**src/rtl/decode_ctrl_pipe.sv**
```systemverilog
// rtl/decode_ctrl_pipe.sv - decode control, ID/EX control register and mult/div occupancy tracker
module decode_ctrl_pipe #(
    parameter int OP_W    = 6,
    parameter int FUNCT_W = 6,
    parameter int MUL_LAT = 4,
    parameter int DIV_LAT = 16,
    parameter int CNT_W   = 5
) (
    input  logic               clk,
    input  logic               rst_n,
    input  logic               valid_d,
    input  logic [OP_W-1:0]    op_code,
    input  logic [FUNCT_W-1:0] funct,
    input  logic               stall_e,
    input  logic               flush_e,
    output logic               valid_e,
    output logic               reg_write_e,
    output logic               mem_write_e,
    output logic               alu_src_e,
    output logic               ext_op_e,
    output logic               jump_e,
    output logic               branch_e,
    output logic               illegal_e,
    output logic [1:0]         mem_to_reg_e,
    output logic [1:0]         reg_dst_e,
    output logic [1:0]         alu_op_e,
    output logic               md_start_e,
    output logic               md_busy,
    output logic               md_done,
    output logic               stall_d
);

    localparam logic [OP_W-1:0]    OP_ROP  = OP_W'(6'h00);
    localparam logic [OP_W-1:0]    OP_LW   = OP_W'(6'h23);
    localparam logic [OP_W-1:0]    OP_SW   = OP_W'(6'h2B);
    localparam logic [OP_W-1:0]    OP_BEQ  = OP_W'(6'h04);
    localparam logic [OP_W-1:0]    OP_ADDI = OP_W'(6'h08);
    localparam logic [OP_W-1:0]    OP_J    = OP_W'(6'h02);
    localparam logic [OP_W-1:0]    OP_JAL  = OP_W'(6'h03);
    localparam logic [OP_W-1:0]    OP_LWR  = OP_W'(6'h26);
    localparam logic [FUNCT_W-1:0] F_MULT  = FUNCT_W'(6'h18);
    localparam logic [FUNCT_W-1:0] F_DIV   = FUNCT_W'(6'h1A);
    localparam logic [FUNCT_W-1:0] F_MFHI  = FUNCT_W'(6'h10);
    localparam logic [FUNCT_W-1:0] F_MFLO  = FUNCT_W'(6'h12);

    typedef struct packed {
        logic       valid;
        logic       reg_write;
        logic       mem_write;
        logic       alu_src;
        logic       ext_op;
        logic       jump;
        logic       branch;
        logic       illegal;
        logic [1:0] mem_to_reg;
        logic [1:0] reg_dst;
        logic [1:0] alu_op;
        logic       md_start;
    } ctrl_t;

    typedef enum logic {IDLE, BUSY} state_t;

    ctrl_t            dec;
    ctrl_t            ctrl_q;
    state_t           state_q, state_d;
    logic [CNT_W-1:0] cnt_q, cnt_d;
    logic             done_q, done_d;
    logic             md_dep, md_hazard, capture;

    always_comb begin
        dec = '0;
        if (valid_d) begin
            dec.valid = 1'b1;
            case (op_code)
                OP_ROP: begin
                    dec.reg_dst = 2'b01;
                    dec.alu_op  = 2'b10;
                    if (funct == F_MULT || funct == F_DIV) dec.md_start = 1'b1;
                    else                                   dec.reg_write = 1'b1;
                end
                OP_LW: begin
                    dec.reg_write  = 1'b1;
                    dec.mem_to_reg = 2'b01;
                    dec.alu_src    = 1'b1;
                    dec.ext_op     = 1'b1;
                end
                OP_SW: begin
                    dec.mem_write = 1'b1;
                    dec.alu_src   = 1'b1;
                    dec.ext_op    = 1'b1;
                end
                OP_BEQ: begin
                    dec.branch = 1'b1;
                    dec.alu_op = 2'b01;
                    dec.ext_op = 1'b1;
                end
                OP_ADDI: begin
                    dec.reg_write = 1'b1;
                    dec.alu_src   = 1'b1;
                    dec.ext_op    = 1'b1;
                end
                OP_J: dec.jump = 1'b1;
                OP_JAL: begin
                    dec.jump       = 1'b1;
                    dec.reg_write  = 1'b1;
                    dec.reg_dst    = 2'b10;
                    dec.mem_to_reg = 2'b10;
                end
                OP_LWR: begin
                    dec.reg_write  = 1'b1;
                    dec.reg_dst    = 2'b01;
                    dec.mem_to_reg = 2'b01;
                end
                default: dec.illegal = 1'b1;
            endcase
        end
    end

    // Anything touching HI/LO or starting a new op must wait for the unit to drain.
    assign md_dep    = valid_d && (op_code == OP_ROP) &&
                       (funct == F_MULT || funct == F_DIV || funct == F_MFHI || funct == F_MFLO);
    assign md_hazard = md_busy && md_dep;
    assign stall_d   = stall_e || md_hazard;
    assign capture   = !flush_e && !stall_e && !md_hazard;

    always_ff @(posedge clk or negedge rst_n) begin
        if (!rst_n) begin
            ctrl_q <= '0;
        end else if (flush_e) begin
            ctrl_q <= '0;
        end else if (!stall_e) begin
            ctrl_q <= md_hazard ? '0 : dec;
        end
    end

    always_ff @(posedge clk or negedge rst_n) begin
        if (!rst_n) begin
            state_q <= IDLE;
            cnt_q   <= '0;
            done_q  <= 1'b0;
        end else begin
            state_q <= state_d;
            cnt_q   <= cnt_d;
            done_q  <= done_d;
        end
    end

    // Only the capture edge starts the unit; a MULT parked in E by stall_e does not retrigger.
    always_comb begin
        state_d = state_q;
        cnt_d   = cnt_q;
        done_d  = 1'b0;
        case (state_q)
            IDLE: begin
                if (capture && dec.md_start) begin
                    state_d = BUSY;
                    cnt_d   = (funct == F_DIV) ? CNT_W'(DIV_LAT) : CNT_W'(MUL_LAT);
                end
            end
            BUSY: begin
                if (cnt_q == CNT_W'(1)) begin
                    state_d = IDLE;
                    cnt_d   = '0;
                    done_d  = 1'b1;
                end else begin
                    cnt_d = cnt_q - CNT_W'(1);
                end
            end
            default: begin
                state_d = IDLE;
                cnt_d   = '0;
            end
        endcase
    end

    assign md_busy      = (state_q == BUSY);
    assign md_done      = done_q;
    assign valid_e      = ctrl_q.valid;
    assign reg_write_e  = ctrl_q.reg_write;
    assign mem_write_e  = ctrl_q.mem_write;
    assign alu_src_e    = ctrl_q.alu_src;
    assign ext_op_e     = ctrl_q.ext_op;
    assign jump_e       = ctrl_q.jump;
    assign branch_e     = ctrl_q.branch;
    assign illegal_e    = ctrl_q.illegal;
    assign mem_to_reg_e = ctrl_q.mem_to_reg;
    assign reg_dst_e    = ctrl_q.reg_dst;
    assign alu_op_e     = ctrl_q.alu_op;
    assign md_start_e   = ctrl_q.md_start;

endmodule
```
**config.mk**
```make
export PLATFORM = sky130hd
export DESIGN_NAME = decode_ctrl_pipe
export DESIGN_NICKNAME = d
export VERILOG_FILES = /design/src/rtl/decode_ctrl_pipe.sv
export SDC_FILE = /design/constraint.sdc
export NUM_CORES = 1
export LEC_CHECK = 0
export ABC_AREA = 1
export CAP_MARGIN = 0
export CORE_ASPECT_RATIO = 0.75
export CORE_MARGIN = 1.5
export CORE_UTILIZATION = 45
export CTS_CLUSTER_SIZE = 8
export DETAILED_ROUTE_END_ITERATION = 8
export PLACE_DENSITY = 0.76
export SYNTH_ARGS = -nofsm -noshare
export SYNTH_HDL_FRONTEND = slang
export SYNTH_SLANG_ARGS = --single-unit
```
**constraint.sdc**
```tcl
create_clock -name clk -period 3.2 [get_ports clk]
set_input_delay 0.48 -clock clk [delete_from_list [all_inputs] [get_ports clk]]
set_output_delay 0.48 -clock clk [all_outputs]
set_load 0.05 [all_outputs]
```
==> results.cfg <==
[finish]
finished_layout_cell_area_sq_um = 1600
final_common_cell = sky130_fd_sc_hd__nand2_1
total_inserted_antenna_cells = 0
drive_gt1_share_pct = 10.9
synth_to_final_area_change_pct = 32.5
num-nets-final = 212
mostFrequentLayoutCells = sky130_fd_sc_hd__nand2_1 (52), sky130_fd_sc_hd__clkdlybuf4s50_1 (33), sky130_fd_sc_hd__dfrtp_1 (21)

[sta]
setup_viol = 0
worst_tran_pin_value_ns = 0.920
maxSlewHeadroom_pct = 38.5
timing.final.hold_violations = 0
totalNegativeSetupSlack_ns = 0
final_period_minus_worst_setup_slack_ns = 2.23
final-max-slew-violation-count = 0
clock_skew_ns = 0.00451
max_clock_freq_mhz = 448
final_min_period_over_clock_period_pct = 69.8
rsz0062_at_grt = no

[cts]
clock_buffers_created_by_tritoncts = 3
clk_pin_slew_worst_paths_ns = 0.12
post_cts_buffers = 0
cts_resized = 0
tritoncts_clock_tree = built
cts_max_path_buffers = 2
worst_skew_pair.late_latency_ns = 0.30
numClockSinks = 21
clock_tree.htree_level_count = 1
hold_buffers = 0
clock-root-buffer = sky130_fd_sc_hd__clkbuf_4

[drt]
routedWlPerCell_microns = 11.6
routed_wirelength_mm = 2.64
detail_route.iter0.violations = 72
antenna_violating_nets_post_route = 0
routed_via_density = 4.96
detail_route.first_pass.iterations = 4
num_vias = 1131
post-route-drc-count = 0

[power]
power.static_leakage_nw = 0.843
ratio_of_total_power_to_cell_area_nw_per_um2 = 299
worst_voltage_drop_across_the_vdd_grid_mv = 0.137

[die]
dieArea_sq_um = 3010
floorplan.die.height_microns = 47.9
core_box_area_sq_um = 2580
initial_standard_cell_utilization_of_the_core_pct = 46.8
floorplan.io_pins = 35
fp.dieW_microns = 62.8
rows = 16

[place]
placed_area_sq_um = 1570
buffer_ports.inserted = 34
dp.final_hpwl_mm = 2.13
finalWeightedCongestion = 0.926

[yosys]
synthesis.nets = 176
synthDistinctLibCells = 23
synthesis.instances = 157
yosys_register_bits = 21
synthesis.area_sq_um = 1210
synth_warn = 0
synth_seq_area_share_pct = 43.5
average_size_of_a_mapped_cell_sq_um = 7.69

[setup_path]
timing.critical_path.arrival_ns = 1.75
maximum_fanout_along_the_worst_path = 5
critical_path_buf_inv_count = 3
critical_path_required_ns = 2.72
slowest_stage = sky130_fd_sc_hd__clkdlybuf4s50_1
worst-setup-path-type = in2out
crit_chain = clkdlybuf4s50_1 > nor2_4 > inv_2 > nor2_8 > nand2_4 > nand2_1 > buf_4
crit_path_max_incr_delay_ns = 0.50
end_kind = output pin
worstSetupStartpointType = primary input
cp_top_family = buffers and inverters

[global_routing]
vias_in_the_first_global_route = 944
grt_overflow_total = 0
grt_start_max_net_pins = 22
grt_first_pass_wirelength_mm = 4.16
grt_util_all_layers_pct = 18.1
grt_antenna_before_repair = 0

[min_path]
timing.hold.worst.class = reg2reg

[run_status]
outcome = completed

[flow_run]
maxCapViolations = 0
==> registers in the layout, indices dropped and copies added (netlist names) <==
register and cells:
md_done 1, ext_op_e 1, alu_src_e 1, branch_e 1
valid_e 1, jump_e 1, cnt_q 5, md_busy 1
reg_write_e 1, mem_write_e 1, md_start_e 1, mem_to_reg_e 2
illegal_e 1, alu_op_e 2, reg_dst_e 1
==> layout make-up <==
type / count / area [sq um]
Clock buffer: 3 / 22.5
Clock inverter: 1 / 5.00
Fill cell: 221 / 982
Inverter: 18 / 67.6
Multi-Input combinational cell: 115 / 597
Sequential cell: 21 / 526
Tap cell: 36 / 45.0
Timing Repair Buffer: 34 / 338
==> layer usage <==
layer  vias up  global-route usage (%)  share of wire (%)
li1        573                       -                  -
met1       509                    25.0                 48
met2        47                    29.9                 47
met3         2                    2.12                5.4
met4         0                    8.00               0.42
met5         -                       0                  0
==> cell families after synthesis <==
| family | after synthesis | synth area share, % |
|---|---|---|
| XOR/XNOR | 2 | 1.45 |
| flip-flops | 21 | 43.5 |
| adder cells (fa/ha/maj) | 2 | 2.07 |
| buffers and inverters | 21 | 7.05 |
| AND/OR/NAND/NOR | 100 | 41.3 |
| AO/OA/AOI/OAI | 11 | 4.56 |
==> worst register-to-register path, delay by kind of cell (launching register included) <==
family	cells	cell delay, ns
buffers and inverters	1	0.08
adder cells (fa/ha/maj)	1	0.23
AO/OA/AOI/OAI	1	0.07
AND/OR/NAND/NOR	4	0.46
flip-flops	1	0.39
==> metrics by stage <==
stage | util (%) | setup slack [ns] | std cells | hold WS, ns | power (mW)
2_1_floorplan | - | 1.36 | 157 | 0.184 | 0.315
3_3_place_gp | 60.9 | 1.01 | 224 | 0.464 | 0.354
3_5_place_dp | 60.9 | 0.973 | 224 | 0.465 | 0.356
4_1_cts | 62.0 | 0.975 | 228 | 0.496 | 0.482
5_1_grt | 62.0 | 0.896 | 228 | 0.510 | 0.502
6_report | 62.0 | 0.967 | 228 | 0.489 | 0.478
==> where the power goes <==
| part | internal, mW | total, mW | switching, mW |
|---|---|---|---|
| registers | 0.268 | 0.270 | 0.00185 |
| logic | 0.0324 | 0.0803 | 0.0478 |
| clock network | 0.0466 | 0.128 | 0.0811 |
==> synth_stat cells <==
cell type / count / area share (%)
sky130_fd_sc_hd__nand2_2: 1 / 0.52
sky130_fd_sc_hd__nor3_1: 3 / 1.2
sky130_fd_sc_hd__o21ai_0: 3 / 1.2
sky130_fd_sc_hd__nand3_1: 17 / 7.0
sky130_fd_sc_hd__inv_1: 13 / 4.0
sky130_fd_sc_hd__a21oi_1: 1 / 0.41
sky130_fd_sc_hd__xor2_1: 1 / 0.73
sky130_fd_sc_hd__nand4_1: 4 / 2.1
sky130_fd_sc_hd__dfrtp_1: 21 / 44
sky130_fd_sc_hd__nand3_4: 2 / 2.9
sky130_fd_sc_hd__nor2_1: 13 / 4.0
sky130_fd_sc_hd__inv_2: 5 / 1.6
sky130_fd_sc_hd__nor2_2: 1 / 0.52
sky130_fd_sc_hd__o21ai_1: 7 / 2.9
sky130_fd_sc_hd__nand2_1: 52 / 16
sky130_fd_sc_hd__buf_2: 2 / 0.83
sky130_fd_sc_hd__nor2_8: 1 / 1.7
sky130_fd_sc_hd__nand2_4: 2 / 1.9
sky130_fd_sc_hd__buf_4: 1 / 0.62
sky130_fd_sc_hd__xnor2_1: 1 / 0.73
sky130_fd_sc_hd__ha_1: 2 / 2.1
sky130_fd_sc_hd__nor2_4: 3 / 2.8
sky130_fd_sc_hd__or2_2: 1 / 0.52
==> path summary, 6_finish.rpt <==
check,startpoint,to,slack (ns),cells after the start
setup / recovery,op_code[3],stall_d,0.97,7
hold / removal,alu_op_e[0],alu_op_e[0],0.49,2
setup reg to reg,cnt_q[0],cnt_q[2],1.87,7
hold reg to reg,alu_op_e[0],alu_op_e[0],0.49,2
max in group asynchronous,rst_n,mem_to_reg_e[0],1.96,1
min in group asynchronous,rst_n,alu_op_e[1],0.68,1
(Power assumes the default switching activity.)
